--- src/rtl/fetch_sequencer.sv ---
// fetch_sequencer: instruction-fetch control FSM for the simple CPU.
// Owns the program counter. Reads the instruction RAM (1-cycle synchronous latency) and
// latches the word into instr. Hands instr to the execute unit with a one-cycle exec_start
// pulse, then picks the next PC (increment, branch or halt) when exec_done arrives.
//
// Ports:
//   clk, reset         clock, synchronous active-high reset
//   start              begin execution at address 0 (honoured in IDLE/HALT only)
//   ram_addr/ram_rd_en RAM read port (ram_addr = pc)
//   ram_rdata          RAM read data, valid in LOAD
//   instr              latched instruction register
//   exec_start         one-cycle pulse in EXEC
//   exec_done          execute finished (sampled in WAIT only), qualifies:
//   branch_taken/branch_target/halt_req  next-PC decision inputs
//   pc, running, halted, fault           status outputs
//
// Optional feature: define SEQ_WATCHDOG_EN to halt with fault=1 after WDOG_CYCLES
// consecutive WAIT cycles without exec_done. Without it, fault is tied to 0.
module fetch_sequencer #(
  parameter int unsigned ADDR_W      = 6,
  parameter int unsigned INSTR_W     = 16,
  parameter int unsigned WDOG_CYCLES = 255
) (
  input  logic               clk,
  input  logic               reset,
  input  logic               start,
  output logic [ADDR_W-1:0]  ram_addr,
  output logic               ram_rd_en,
  input  logic [INSTR_W-1:0] ram_rdata,
  output logic [INSTR_W-1:0] instr,
  output logic               exec_start,
  input  logic               exec_done,
  input  logic               branch_taken,
  input  logic [ADDR_W-1:0]  branch_target,
  input  logic               halt_req,
  output logic [ADDR_W-1:0]  pc,
  output logic               running,
  output logic               halted,
  output logic               fault
);

  typedef enum logic [2:0] {StIdle, StFetch, StLoad, StExec, StWait, StHalt} state_e;

  state_e             state_q, state_d;
  logic [ADDR_W-1:0]  pc_q, pc_d;
  logic [INSTR_W-1:0] instr_q, instr_d;

`ifdef SEQ_WATCHDOG_EN
  localparam int unsigned WdogW = $clog2(WDOG_CYCLES + 1);

  logic [WdogW-1:0] wdog_q, wdog_d;
  logic             fault_q, fault_d;
  logic             wdog_expired;

  // True in the WDOG_CYCLES-th consecutive WAIT cycle without exec_done.
  assign wdog_expired = (wdog_q == WdogW'(WDOG_CYCLES - 1));
`endif

  always_comb begin
    state_d = state_q;
    pc_d    = pc_q;
    instr_d = instr_q;
`ifdef SEQ_WATCHDOG_EN
    wdog_d  = wdog_q;
    fault_d = fault_q;
`endif
    case (state_q)
      StIdle: begin
        if (start) begin
          state_d = StFetch;
          pc_d    = '0;
        end
      end
      StFetch: state_d = StLoad;
      StLoad: begin
        instr_d = ram_rdata;
        state_d = StExec;
      end
      StExec: begin
        state_d = StWait;
`ifdef SEQ_WATCHDOG_EN
        wdog_d  = '0;
`endif
      end
      StWait: begin
        if (exec_done) begin
          // Halt has priority over a simultaneous branch.
          if (halt_req) begin
            state_d = StHalt;
          end else if (branch_taken) begin
            pc_d    = branch_target;
            state_d = StFetch;
          end else begin
            pc_d    = pc_q + ADDR_W'(1);
            state_d = StFetch;
          end
        end
`ifdef SEQ_WATCHDOG_EN
        else if (wdog_expired) begin
          state_d = StHalt;
          fault_d = 1'b1;
        end else begin
          wdog_d = wdog_q + WdogW'(1);
        end
`endif
      end
      StHalt: begin
        if (start) begin
          state_d = StFetch;
          pc_d    = '0;
`ifdef SEQ_WATCHDOG_EN
          fault_d = 1'b0;
`endif
        end
      end
      default: state_d = StIdle;
    endcase
  end

  always_ff @(posedge clk) begin
    if (reset) begin
      state_q <= StIdle;
      pc_q    <= '0;
      instr_q <= '0;
`ifdef SEQ_WATCHDOG_EN
      wdog_q  <= '0;
      fault_q <= 1'b0;
`endif
    end else begin
      state_q <= state_d;
      pc_q    <= pc_d;
      instr_q <= instr_d;
`ifdef SEQ_WATCHDOG_EN
      wdog_q  <= wdog_d;
      fault_q <= fault_d;
`endif
    end
  end

  // Moore outputs from registered state.
  assign pc         = pc_q;
  assign ram_addr   = pc_q;
  assign instr      = instr_q;
  assign ram_rd_en  = (state_q == StFetch);
  assign exec_start = (state_q == StExec);
  assign running    = (state_q == StFetch) || (state_q == StLoad) ||
                      (state_q == StExec)  || (state_q == StWait);
  assign halted     = (state_q == StHalt);
`ifdef SEQ_WATCHDOG_EN
  assign fault      = fault_q;
`else
  assign fault      = 1'b0;
`endif

endmodule

--- config.mk ---
export PLATFORM = sky130hd
export DESIGN_NAME = fetch_sequencer
export DESIGN_NICKNAME = d
export VERILOG_FILES = /design/src/rtl/fetch_sequencer.sv
export SDC_FILE = /design/constraint.sdc
export NUM_CORES = 1
export LEC_CHECK = 0
export ABC_AREA = 1
export CAP_MARGIN = 20
export CORE_MARGIN = 10
export CORE_UTILIZATION = 44
export CTS_BUF_LIST = sky130_fd_sc_hd__clkbuf_8
export DETAILED_ROUTE_END_ITERATION = 6
export HOLD_SLACK_MARGIN = 0.15
export PLACE_DENSITY = 0.87
export SLEW_MARGIN = 10
export SYNTH_ARGS = -nofsm -noshare
export SYNTH_HDL_FRONTEND = slang
export SYNTH_SLANG_ARGS = --single-unit
--- constraint.sdc ---
create_clock -name clk -period 2.3 [get_ports clk]
set_input_delay 0.46 -clock clk [delete_from_list [all_inputs] [get_ports clk]]
set_output_delay 0.46 -clock clk [all_outputs]
set_load 0.005 [all_outputs]
# Word-level counts from Yosys, hierarchy flattened
# Cells that the tools add are included.
# word_totals
word_cells,29
register_bits,25
inputBits,28
# classes
n_eq_ne,8
muxes,9
n_reduce_logical,8
n_addsub,1
# op_table
op,count
6-bit two-way mux,4
3-bit one-hot mux with 5 select lines,1
6-bit one-hot mux with 2 select lines,1
3-bit two-way mux,3
"6-bit by 1-bit adder with 6-bit output, second input constant",1
"3-bit by 2-bit equality test with 1-bit output, second input constant",2
"3-bit equality test, second input constant",2
"2-bit != test, second input constant",2
4-bit AND reduction,1
"3-bit by 1-bit equality test with 1-bit output, second input constant",1
3-bit zero test,1
1-bit logical OR,3
"2-bit by 1-bit != test with 1-bit output, second input constant",1
2-bit AND reduction,1
2-bit nonzero test,1
2-bit OR reduction,1

# Depth between registers and ports, before layout
# logic_depth
word_depth,5
ltp_mapped,9
depth_no_buf,8

# Worst setup path before layout
# OpenSTA, ideal clock, no wires.
# synth_path
path_kind,input-to-reg
from,in reset
to,reg instr_q[10] (netlist: instr[10])
slack_ps,1060
path_stages,5
required_ps,2235
setup_time_ps,65
t_arrival_ps,1175
cell_sequence,buf_2 -> inv_1 -> clkbuf_1 -> o21ai_0 -> nor2_1
# synth_lines
item,line_no,source
"start, declared",25,"input logic reset,"
"end signal, assigned",132,instr_q <= instr_d;
"end, declared",46,"logic [INSTR_W-1:0] instr_q, instr_d;"

# Worst setup path in the final report
# layout_path
from,reg state_q[2]
to,out running
# layout_between
elab_chain_len,4
# layout_lines
item,line_no,source
"start, declared",44,"state_e state_q, state_d;"
"start signal, assigned",122,state_q <= StIdle;
"start signal, assigned",130,state_q <= state_d;
3-bit by 1-bit equality test with 1-bit output or 3-bit by 2-bit equality test with 1-bit output (tied branches),146,assign running = (state_q == StFetch) || (state_q == StLoad) ||
1-bit logical OR (2 in series),146,
1-bit logical OR (*),147,(state_q == StExec) || (state_q == StWait);
"end, declared",37,"output logic running,"
# Every way passes the cells marked *; elsewhere a longest branch is shown, timed or not.

==> metrics.csv <==
stage,metric,value,unit
setup_path,cp-end-kind,output pin,
synthesis,async_flop_share,0,%
setup_path,crit_fanout,9,
cells_and_area,syn_to_final_growth,48.9,%
drt,dr_total_vias,1176,
power_and_ir_drop,power,0.00194,W
drt,routedWlPerCell,12.8,um
cells_and_area,diodes,0,
cells_and_area,fin_nets,245,
global_routing,grt_pass1_wl,5.34,mm
synthesis,synth_top_area_share,40.7,%
placed_design,dp_hpwl,2.53,mm
synthesis,synthTopCellsByCount,"37 x nor2_1, 25 x dfxtp_1, 21 x o21ai_0, 20 x nand2_1",
power_and_ir_drop,p_leak,0.701,nW
floorplan,dieArea,5310,um2
sta,finalMaxSlewViolations,0,
sta,skew,6.99,ps
synthesis,synth.most_common_cell,nor2_1,
clocking,clk_path_buf_depth,2,
global_routing,grt_max_degree,19,
clocking,clk_latency,270,ps
synthesis,synth_cells,163,
flow_run,max_cap_viol_count,0,
sta,hold_ws,487,ps
cells_and_area,multi_input_area,606,um2
synthesis,synthesis.area,1230,um2
cells_and_area,layout.cells.non_filler,246,
cells_and_area,nFillCells,250,
power_and_ir_drop,p_per_area,1060,nW/um2
synthesis,yosys_warnings,0,
clocking,cts_tree,built,
floorplan,row_count,19,
floorplan,die_w,72.8,um
synthesis,synth_fp_nets,192,
setup_path,r2r_cells,4,
clocking,cts.htree.levels,1,
setup_path,crit_chain,inv_2 > o21ai_1 > o21ai_0 > clkdlybuf4s50_1,
setup_path,cp.arrival,1560,ps
sta,setup_tns,0,ps
setup_path,required,1840,ps
synthesis,synth.area.top_cells,"dfxtp_1 41%, nor2_1 11%, o21ai_0 8.6%",
status,status,"finished, final reports clean",
setup_path,start_kind,flip-flop,
setup_path,crit_slowest_cell,dfxtp_1,
placed_design,gp_routability_congestion,0.833,
global_routing,grt_use_total,12.2,%
floorplan,ioPinCount,61,
sta,rsz0062_at_grt,false,
floorplan,start_util,45.3,%
synthesis,synth_cell_types,30,
synthesis,synth_seq_cells,25,
drt,vias_per_cell,4.78,
sta,setup_viol,0,
clocking,cts_hold_buf,0,
setup_path,crit_family,buffers and inverters,
setup_path,worst-path-buf-inv,2,
synthesis,synth_area_per_cell,7.54,um2
clocking,post_cts_buffers,0,
synthesis,synth_edf_count,0,
clocking,cts_buffers,3,
sta,period_needed,2020,ps
synthesis,yosys.area.top_type,dfxtp_1,
cells_and_area,seq_area,500,um2
drt,drcViolationCount,0,
placed_design,placed_cell_area,1780,um2
synthesis,seq_area_frac_synth,40.7,%
sta,finalHoldViolCount,0,
min_path,min_path_type,flip-flop to flip-flop,
cells_and_area,drive_gt1_share,12.1,%
floorplan,core,2710,um2
drt,antenna_left,0,
setup_path,crit_cells,4,
power_and_ir_drop,vdd_drop_max,735,uV
sta,fin_crit_sh,87.8,%
min_path,hold-path-cell-count,2,
clocking,cts_resized,0,
global_routing,grt_pass1_vias,1184,
synthesis,synth_ff_type,dfxtp_1,
cells_and_area,design_area,1830,um2
clocking,clock-sinks,25,
floorplan,die_h,72.8,um
setup_path,cpPeakStageDelay,500,ps
global_routing,grt_overflow,0,
clocking,path_clk_slew,90,ps
placed_design,dp_cells,242,
global_routing,antenna_found_initial,0,
drt,first_pass_iters,4,
placed_design,io_buffers,59,
sta,max_freq,495,MHz
drt,wl,3.15,mm
setup_path,critPathKind,flip-flop to output pin,
clocking,cts_root_buf,clkbuf_8,
drt,drt_iter0_markers,45,
flip-flops by register name, indices dropped and copies added, names as in the netlist:
register and count:
state_q 3, pc 6, instr 16
layout by cell type (no fill, tap or decap), types with 3 or more instances in the layout:
cell type	Yosys	final
clkdlybuf4s50_1	0	59
nor2_1	37	37
dfxtp_1	25	25
o21ai_0	21	21
nand2_1	20	20
nand2_2	8	8
inv_1	5	6
a21oi_2	6	6
nand3_1	5	5
inv_2	3	3
a21oi_1	3	3
clkbuf_8	0	3
power breakdown:
group | internal, W | leakage [nW] | switching (W)
registers | 0.000565 | 0.204 | 0.000117
logic | 0.000522 | 0.471 | 0.000482
clock network | 0.000119 | 0.0269 | 0.000137
total | 0.00121 | 0.701 | 0.000736
metrics by stage:
step	setup WS (ps)	utilization, %
3_5_place_dp	560	65.8
6_report	280	67.5
5_1_grt	121	67.5
3_3_place_gp	584	65.8
2_1_floorplan	1060	-
4_1_cts	263	67.5
cell type report:
cell class	instances	area share (%)
Clock buffer	3	2.26
Tap cell	31	2.12
Multi-Input combinational cell	116	33.1
Timing Repair Buffer	61	33.1
Clock inverter	1	0.205
Inverter	9	1.85
Sequential cell	25	27.4
kinds of logic (layout without fill, tap and decap cells):
| kind of cell | count (synthesis) | count (layout) | share of synthesized area, % |
|---|---|---|---|
| AO/OA/AOI/OAI | 34 | 34 | 16.3 |
| XOR/XNOR | 3 | 3 | 2.14 |
| adder cells (fa/ha/maj) | 1 | 1 | 1.02 |
| buffers and inverters | 22 | 74 | 9.98 |
| flip-flops | 25 | 25 | 40.7 |
| other | 1 | 1 | 0.305 |
| AND/OR/NAND/NOR | 77 | 77 | 29.5 |
routing by layer:
| layer | GRT usage [%] | routed length [um] | vias to the layer above |
|---|---|---|---|
| li1 | - | - | 616 |
| met1 | 12.3 | 1240 | 516 |
| met2 | 20.1 | 1460 | 42 |
| met3 | 8.71 | 450 | 2 |
| met4 | 2.53 | 9 | 0 |
| met5 | 0 | 0 | - |
worst min-delay path: stages (launching register included):
cell     delay [ps]
dfxtp_1         330
nor2_1           40
nor2_1           80
final timing paths:
check             start    endpoint  slack (ps)
min reg2reg   instr[14]   instr[14]         490
max reg2reg  state_q[2]  state_q[1]         880
min           instr[14]   instr[14]         490
max          state_q[2]     running         280
Power figures use the tool's default switching activity.
